**src/rtl/fx_mac_seq.sv**
```systemverilog
// fx_mac_seq: streams K weight/activation pairs from local banks into one fixed-point MAC slice,
// captures its result and enforces the post-result idle gap. Define FX_MAC_SEQ_TIMEOUT_EN for the WAIT watchdog.
module fx_mac_seq #(
  parameter int unsigned WIDTH   = 8,
  parameter int unsigned K       = 9,
  parameter int unsigned WK      = $clog2(K),
  parameter int unsigned GAP     = 6,
  parameter int unsigned TIMEOUT = 32
) (
  input  logic             clk,
  input  logic             rstn,
  input  logic             cfg_we,
  input  logic             cfg_sel,
  input  logic [WK-1:0]    cfg_addr,
  input  logic [WIDTH-1:0] cfg_wdata,
  input  logic             start,
  output logic             busy,
  output logic             mac_vld,
  output logic [WIDTH-1:0] mac_win,
  output logic [WIDTH-1:0] mac_din,
  input  logic [WIDTH-1:0] mac_acc,
  input  logic             mac_vld_o,
  output logic             res_valid,
  input  logic             res_ready,
  output logic [WIDTH-1:0] res_data,
  output logic             err_timeout
);

  // One counter serves both the GAP countdown and the WAIT watchdog.
  localparam int unsigned CntMax = (TIMEOUT > GAP) ? TIMEOUT : GAP;
  localparam int unsigned CW     = $clog2(CntMax + 1);

  typedef enum logic [2:0] {StIdle, StStream, StWait, StHold, StGap} state_e;

  state_e           state_q, state_d;
  logic [WK-1:0]    idx_q, idx_d;
  logic [CW-1:0]    cnt_q, cnt_d;
  logic [WIDTH-1:0] w_bank_q [K];
  logic [WIDTH-1:0] a_bank_q [K];

  logic             busy_q, mac_vld_q, res_valid_q;
  logic [WIDTH-1:0] mac_win_q, mac_din_q, res_data_q;
  logic             mac_vld_d;
  logic [WIDTH-1:0] win_d, din_d, res_data_d;
  logic             cfg_ok, timeout_hit;

  assign cfg_ok = cfg_we && (state_q == StIdle) && ({1'b0, cfg_addr} < (WK + 1)'(K));

`ifdef FX_MAC_SEQ_TIMEOUT_EN
  logic err_q, err_d;

  assign timeout_hit = (cnt_q == CW'(TIMEOUT - 1));
  assign err_d       = err_q | ((state_q == StWait) && !mac_vld_o && timeout_hit);

  always_ff @(posedge clk or negedge rstn) begin
    if (!rstn) begin
      err_q <= 1'b0;
    end else begin
      err_q <= err_d;
    end
  end

  assign err_timeout = err_q;
`else
  assign timeout_hit = 1'b0;
  assign err_timeout = 1'b0;
`endif

  always_comb begin
    state_d    = state_q;
    idx_d      = idx_q;
    cnt_d      = cnt_q;
    res_data_d = res_data_q;
    unique case (state_q)
      StIdle: begin
        if (start) begin
          state_d = StStream;
          idx_d   = '0;
        end
      end
      StStream: begin
        if (idx_q == WK'(K - 1)) begin
          state_d = StWait;
          cnt_d   = '0;
        end else begin
          idx_d = idx_q + WK'(1);
        end
      end
      StWait: begin
        if (mac_vld_o) begin
          res_data_d = mac_acc;
          state_d    = StHold;
        end else if (timeout_hit) begin
          state_d = StGap;
          cnt_d   = '0;
        end else begin
          cnt_d = cnt_q + CW'(1);
        end
      end
      StHold: begin
        if (res_ready) begin
          state_d = StGap;
          cnt_d   = '0;
        end
      end
      StGap: begin
        if (cnt_q == CW'(GAP - 1)) begin
          state_d = StIdle;
        end else begin
          cnt_d = cnt_q + CW'(1);
        end
      end
      default: state_d = StIdle;
    endcase
  end

  // Outputs are registered from the next state so they line up with the state they describe.
  always_comb begin
    mac_vld_d = (state_d == StStream);
    win_d     = mac_vld_d ? w_bank_q[idx_d] : '0;
    din_d     = mac_vld_d ? a_bank_q[idx_d] : '0;
  end

  always_ff @(posedge clk or negedge rstn) begin
    if (!rstn) begin
      state_q     <= StIdle;
      idx_q       <= '0;
      cnt_q       <= '0;
      busy_q      <= 1'b0;
      mac_vld_q   <= 1'b0;
      mac_win_q   <= '0;
      mac_din_q   <= '0;
      res_valid_q <= 1'b0;
      res_data_q  <= '0;
    end else begin
      state_q     <= state_d;
      idx_q       <= idx_d;
      cnt_q       <= cnt_d;
      busy_q      <= (state_d != StIdle);
      mac_vld_q   <= mac_vld_d;
      mac_win_q   <= win_d;
      mac_din_q   <= din_d;
      res_valid_q <= (state_d == StHold);
      res_data_q  <= res_data_d;
    end
  end

  always_ff @(posedge clk or negedge rstn) begin
    if (!rstn) begin
      for (int i = 0; i < K; i++) begin
        w_bank_q[i] <= '0;
        a_bank_q[i] <= '0;
      end
    end else if (cfg_ok) begin
      if (cfg_sel) begin
        a_bank_q[cfg_addr] <= cfg_wdata;
      end else begin
        w_bank_q[cfg_addr] <= cfg_wdata;
      end
    end
  end

  assign busy      = busy_q;
  assign mac_vld   = mac_vld_q;
  assign mac_win   = mac_win_q;
  assign mac_din   = mac_din_q;
  assign res_valid = res_valid_q;
  assign res_data  = res_data_q;

endmodule

```
**config.mk**
```make
export PLATFORM = sky130hd
export DESIGN_NAME = fx_mac_seq
export DESIGN_NICKNAME = d
export VERILOG_FILES = /design/src/rtl/fx_mac_seq.sv
export SDC_FILE = /design/constraint.sdc
export NUM_CORES = 1
export LEC_CHECK = 0
export CAP_MARGIN = 25
export CELL_PAD_IN_SITES_DETAIL_PLACEMENT = 1
export CELL_PAD_IN_SITES_GLOBAL_PLACEMENT = 2
export CORE_UTILIZATION = 40
export DETAILED_ROUTE_END_ITERATION = 7
export GPL_TIMING_DRIVEN = 0
export PLACE_DENSITY_LB_ADDON = 0.3
export SETUP_SLACK_MARGIN = 0.2
export SYNTH_ARGS = -nofsm -noshare
export SYNTH_HDL_FRONTEND = slang
export SYNTH_SLANG_ARGS = --single-unit
```
**constraint.sdc**
```tcl
create_clock -name clk -period 4.31 [get_ports clk]
set_input_delay 0.862 -clock clk [delete_from_list [all_inputs] [get_ports clk]]
set_output_delay 0.862 -clock clk [all_outputs]
set_load 0.02 [all_outputs]
```
After elaboration in Yosys (flattened, before gate mapping) --
Index checks and enable logic that the tools add are counted.
Cells by class: add/sub/neg operators 2, multipliers 0, divide/modulo/power cells 0, order comparisons 4, equality and inequality tests 12, shift operators 0, mux-type cells 26, bitwise operators 3, reduce and logical (&&, ||, !) cells 10
Operators with widths (number):
- $bwmux W72 | 2
- $bmux W8 S4 | 2
- $mux W8 | 7
- $demux W8 S4 | 1
- $mux W6 | 4
- $pmux W6 S4 | 1
- $mux W3 | 5
- $pmux W3 S5 | 1
- $ge A5 B5 Y1 const B | 2
- $not A4 Y5 | 2
- $eq A3 B2 Y1 const B | 3
- $mux W4 | 2
- $ne A2 B2 Y1 const B | 4
- $pmux W4 S2 | 1
- $add A6 B1 Y6 const B | 1
- $eq A3 B1 Y1 const B | 2
- $eq A6 B3 Y1 const B | 1
- $reduce_and A2 Y1 | 3
- $lt A5 B1 Y1 const B | 1
- $reduce_and A5 Y1 | 1
- $add A4 B1 Y4 const B | 1
- $eq A4 B4 Y1 const B | 1
- $lt A4 B4 Y1 const B | 1
- $reduce_bool A4 Y1 | 1
- other kinds (5) | 7
Word-level totals: bits in registers 184, latch bits 0, RAM bits 0, ROM bits 0, input port bits 27, output and inout port bits 28, word-level logic and storage cells 84, memories kept 0

Longest topological paths before layout --
Gate-level depths: netlist (run 1).
depth in word-level cells 8, mapped depth 15, mapped depth without buffers 9

Worst setup path before layout (run 1) --
Ideal clock, no wire load.
path type register to register, start register idx_q[0], end register mac_din_q[6] (netlist: mac_din[6]), library setup time 0.122 ns, arrival 3.149 ns, data required time 4.188 ns, setup slack 1.039 ns, stages on the path, launching flop included 14, path buffers 5, clock period less this slack 3.271 ns, path through dfrtp_1 buf_2 inv_1 buf_2 buf_1 clkbuf_1 ha_1 and3b_1 clkbuf_1 nor2_1 mux2_2 or3_1 a31o_1 a32o_1
Between the ends: cells in the longest elaborated chain, start to end 8, elaborated cells on any way between the ends 13, those cells by class add/sub (1); eq/ne (2); mux (9); bitwise (1)
Ends and longest elaborated chain:
- start, declared | line 36 | logic [WK-1:0] idx_q, idx_d;
- start signal, assigned | line 137 | idx_q <= idx_d;
- $add A4 B1 Y4 / $eq A4 B4 Y1 (equally long branches) | line 86, 82
- $mux W4 | line 82 | if (idx_q == WK'(K - 1)) begin
- $pmux W4 S2 (*) | line 74 | unique case (state_q)
- net idx_d[0] | line 36
- $not A4 Y5 (not written as such) (*) | line 121 | din_d = mac_vld_d ? a_bank_q[idx_d] : '0;
- $bmux W8 S4 (*) | line 121
- $mux W8 (not written as such) (*) (2 in series) | line 121
- $mux W8 (*) | line 121
- net din_d[6] | line 44 | logic [WIDTH-1:0] win_d, din_d, res_data_d;
- end signal, assigned | line 142 | mac_din_q <= din_d;
- end, declared | line 42 | logic [WIDTH-1:0] mac_win_q, mac_din_q, res_data_q;
The timed path passes the listed nets; every way through them passes the cells marked *. The select of a mux whose other input is x is not followed. A chain may end at the register's enable or synchronous reset.

Worst setup path in the final report (run 1) --
start register idx_q[0], end register mac_din_q[2] (netlist: mac_din[2])
Between the ends: cells in the longest elaborated chain, start to end 8, elaborated cells on any way between the ends 13, those cells by class add/sub (1); eq/ne (2); mux (9); bitwise (1)
Ends and longest elaborated chain (line):
- $add A4 B1 Y4 / $eq A4 B4 Y1 (equally long branches) | 86, 82
- $mux W4 | 82
- $pmux W4 S2 | 74
- $not A4 Y5 (not written as such) | 121
- $bmux W8 S4 | 121
- $mux W8 (not written as such) (2 in series) | 121
- $mux W8 (*) | 121
- net din_d[2] | 44
Marks and branches as above.

==> results_dict.tcl, run 1 <==
set metrics [dict create \
    fin_worst_skew_ns 0.0113 \
    ys_ff_latch 184 \
    end_kind "flip-flop" \
    fin_nets 1066 \
    power.switching_fraction 0.480 \
    drc 0 \
    initial_antenna_violation_count 1 \
    power_frac_comb 0.583 \
    finalWeightedCongestion 0.849 \
    max-slew-margin-rel 0.376 \
    firstDrtPassIters 6 \
    ctsRootBufferMaster "sky130_fd_sc_hd__clkbuf_16" \
    number_of_enable_type_register_cells_in_the_synthesized_netlist 0 \
    via_total_after_detailed_routing 8809 \
    route.antenna.remaining_nets 0 \
    cp_data_required_time_ns 4.67 \
    critPathArrivalTime_ns 4.38 \
    design.core.area_sq_um 24600 \
    yosysSeqAreaShare 0.453 \
    htree_levels 4 \
    cap_viol_max_count 0 \
    power.leakage_nw 5.09 \
    initialDrtViolationCount 727 \
    die_height_microns 161 \
    num_cts_buffers 17 \
    max_freq_mhz 249 \
    worstMarginPinSlew_ns 0.934 \
    timing_max_transition_violations_final 0 \
    worstSetupPathType "reg2reg" \
    detail_route.wirelength_microns 35900 \
    grt_pass1_wl_microns 56700 \
    fp.dieArea_sq_um 26100 \
    placed_cells 1340 \
    insertedDiodeCount 0 \
    postCtsHoldBufs 0 \
    finalWorstPathRequiredPeriod_ns 4.02 \
    cp-start-kind "flip-flop" \
    layout-area-overhead-vs-synth_pct 16.9 \
    internal-power_w 0.00520 \
    synth_async_sr_flop_share 1.00 \
    outcome "complete, no violations" \
    synthCells 961 \
    floorplan.initialDensity 0.413 \
    synthesis.area_per_instance_sq_um 10.6 \
    setup_viol 0 \
    tritoncts "done" \
    power_density_nw_per_um2 842 \
    globalRouteOverflowTotal 0 \
    max-vdd-ir-drop_uv 286 \
    cts.sinks 184 \
    row_count 57 \
    dieWidth_microns 161 \
    final-seq-area_sq_um 4600 \
    rsz0062_at_grt "no" \
    fill_cells 2729 \
    boundaryPins 55 \
    drt-wirelength-per-cell_microns 26.2 \
    totalPowerFinal_w 0.0100 \
    clock_path_buffers 2 \
    port_buffers 52 \
    hold_path.class "in2async" \
    worst_setup_hold_path_clk_slew_ns 0.08 \
    multi_input_gate_area_sq_um 5270 \
    clockPowerShare 0.165 \
    post-cts-setup-buffer-count 0 \
    critical_path_maximum_fanout 10 \
    mappedNetlistNets 992 \
    synth.yosys.warnings 0 \
    hpwlAfterDp_microns 25000 \
    vias_in_the_first_global_route 9025 \
    number_of_hold_violations_in_the_final_report 0 \
    vias_per_cell 6.42 \
    grt.total_usage 0.290 \
    net-switching-power_w 0.00480 \
    timing.final.crit_share 0.932 \
    final_cell_count_no_fill 1372 \
    netlist_area_sq_um 10200 \
    clk_lat_worst_skew_ns 0.45 \
    seq_power_share 0.252 \
    dominantRegCellSynth "sky130_fd_sc_hd__dfrtp_1" \
    grt_max_degree 107 \
    synth.lib_cells_used.distinct 63 \
    share_of_layout_cells_above_drive_strength_1 0.265 \
]
[power by group through the flow]
stage	Sequential, W	Clock (W)	Combinational, W
after global routing	0.00258	0.00173	0.00626
after floorplan	0.00255	0	0.00348
after CTS	0.00251	0.00166	0.00569
after global placement	0.00252	0	0.00539
after detailed placement	0.00254	0	0.00548
final	0.00252	0.00165	0.00584
[timing repair]
action,4_1_cts,5_1_grt
setup endpoints to repair,18,15
gates resized for setup,46,23
endpoints found under the hold margin,0,0
[cell usage after synthesis, drive strengths merged (15+ instances only)]
master   instances  area share
a2111oi         28       0.024
a211oi          15       0.011
a21oi           20      0.0098
a31o            15       0.013
buf             26       0.013
clkbuf          61       0.023
dfrtp          184        0.45
mux2           154        0.17
nand2           48       0.018
nand2b          19       0.012
nor2           118       0.045
nor4            17       0.011
o211ai          17       0.013
o21ai           40       0.020
o221ai          85       0.073
[worst paths after layout]
kind / from / endpoint / cells after the start / slack (ns)
max: idx_q[0]$_DFF_PN0_ / mac_din[2]$_DFF_PN0_ / 14 / 0.29
min: rstn / cnt_q[0]$_DFFE_PN0P_ / 1 / 0.37
max reg2reg: idx_q[0]$_DFF_PN0_ / mac_din[2]$_DFF_PN0_ / 14 / 0.29
min reg2reg: res_data[1]$_DFFE_PN0P_ / res_data[1]$_DFFE_PN0P_ / 1 / 0.51
max in group asynchronous: rstn / a_bank_q[43]$_DFFE_PN0P_ / 2 / 2.97
min in group clk: res_data[1]$_DFFE_PN0P_ / res_data[1]$_DFFE_PN0P_ / 1 / 0.51
[logic make-up (layout without fill, tap and decap cells)]
family                     Yosys count  count (layout)  synth area share
AOI/OAI and AO/OA                  260             260             0.200
xor gates and xnor gates             4               4           0.00345
adders and majority gates            4               4           0.00492
buffers and inverters               95             182            0.0382
DFF                                184             184             0.453
muxes                              158             158             0.175
other                                1               1          0.000369
and+or+nand+nor                    255             255             0.125
[per-layer routing]
metal,part of all wire,global-route usage
met2,0.48,0.467
met5,0,0
met4,0.014,0.0720
met3,0.055,0.0416
met1,0.45,0.409
[stage by stage]
stage | hold WS, ns | setup TNS (ns) | utilization | area (sq um) | worst slack, ns
floorplan | 0.460 | 0 | - | 10200 | 1.04
global route | 0.436 | 0 | 0.483 | 11900 | 0.207
finish | 0.373 | 0 | 0.483 | 11900 | 0.293
detailed placement | 0.497 | -11.26 | 0.452 | 11100 | -1.16
CTS | 0.410 | 0 | 0.481 | 11800 | 0.261
global placement | 0.481 | -1035.80 | 0.451 | 11100 | -5.58
[registers in the layout (all words and copies together) (netlist names)]
name       flops
busy           1
mac_din        8
cnt_q          6
res_valid      1
mac_vld        1
mac_win        8
idx_q          4
res_data       8
w_bank_q      72
state_q        3
a_bank_q      72
[placed cells by master (no fill, tap or decap), types with 5 or more instances in the layout]
cell and n:
sky130_fd_sc_hd__a211oi_1 15, sky130_fd_sc_hd__mux2_2 154, sky130_fd_sc_hd__clkbuf_2 13, sky130_fd_sc_hd__clkdlybuf4s50_1 51
sky130_fd_sc_hd__nand2_1 46, sky130_fd_sc_hd__clkbuf_4 6, sky130_fd_sc_hd__o21ai_0 37, sky130_fd_sc_hd__inv_1 7
sky130_fd_sc_hd__buf_2 22, sky130_fd_sc_hd__nor2_1 115, sky130_fd_sc_hd__a2111oi_2 9, sky130_fd_sc_hd__o32a_1 14
sky130_fd_sc_hd__o32ai_1 14, sky130_fd_sc_hd__a31o_2 14, sky130_fd_sc_hd__dfrtp_1 184, sky130_fd_sc_hd__inv_6 5
sky130_fd_sc_hd__nor3_1 8, sky130_fd_sc_hd__nor4_1 16, sky130_fd_sc_hd__clkbuf_1 42, sky130_fd_sc_hd__clkbuf_16 17
sky130_fd_sc_hd__a2111oi_1 5, sky130_fd_sc_hd__a2111oi_0 14, sky130_fd_sc_hd__o221ai_1 85, sky130_fd_sc_hd__a21oi_1 20
sky130_fd_sc_hd__o211ai_1 17, sky130_fd_sc_hd__nand2b_1 19
[layout make-up]
type	count	area share
clock buffers	18	0.0361
well taps	324	0.0341
flip-flops and latches	184	0.388
plain buffers	87	0.0339
inverters	8	0.00253
repair buffers	55	0.0473
multi-input cells	682	0.444
clock inverters	14	0.0148
[critical path: stages, from the launching register on]
cell                        delay [ns]
sky130_fd_sc_hd__dfrtp_1          0.40
sky130_fd_sc_hd__buf_2            0.21
sky130_fd_sc_hd__inv_1            0.19
sky130_fd_sc_hd__clkbuf_4         0.29
sky130_fd_sc_hd__buf_4            0.24
sky130_fd_sc_hd__clkbuf_4         0.28
sky130_fd_sc_hd__ha_1             0.22
sky130_fd_sc_hd__nand3b_1         0.28
sky130_fd_sc_hd__nand3_4          0.25
sky130_fd_sc_hd__clkbuf_4         0.30
sky130_fd_sc_hd__o221ai_1         0.15
sky130_fd_sc_hd__a2111oi_1        0.55
sky130_fd_sc_hd__buf_1            0.22
sky130_fd_sc_hd__o21ai_0          0.16
sky130_fd_sc_hd__o211ai_1         0.17
Note: power is estimated with default switching activity, not from simulation.
==> run 2, diff against run 1 <==
--- a/config.mk
+++ b/config.mk
@@ -9,6 +9,7 @@
 export CELL_PAD_IN_SITES_DETAIL_PLACEMENT = 1
 export CELL_PAD_IN_SITES_GLOBAL_PLACEMENT = 2
 export CORE_UTILIZATION = 40
+export CTS_CLUSTER_DIAMETER = 80
 export DETAILED_ROUTE_END_ITERATION = 7
 export GPL_TIMING_DRIVEN = 0
 export PLACE_DENSITY_LB_ADDON = 0.3
==> results of run 2 <==
The final DEF is identical to that of run 1; final timing and power are the same.
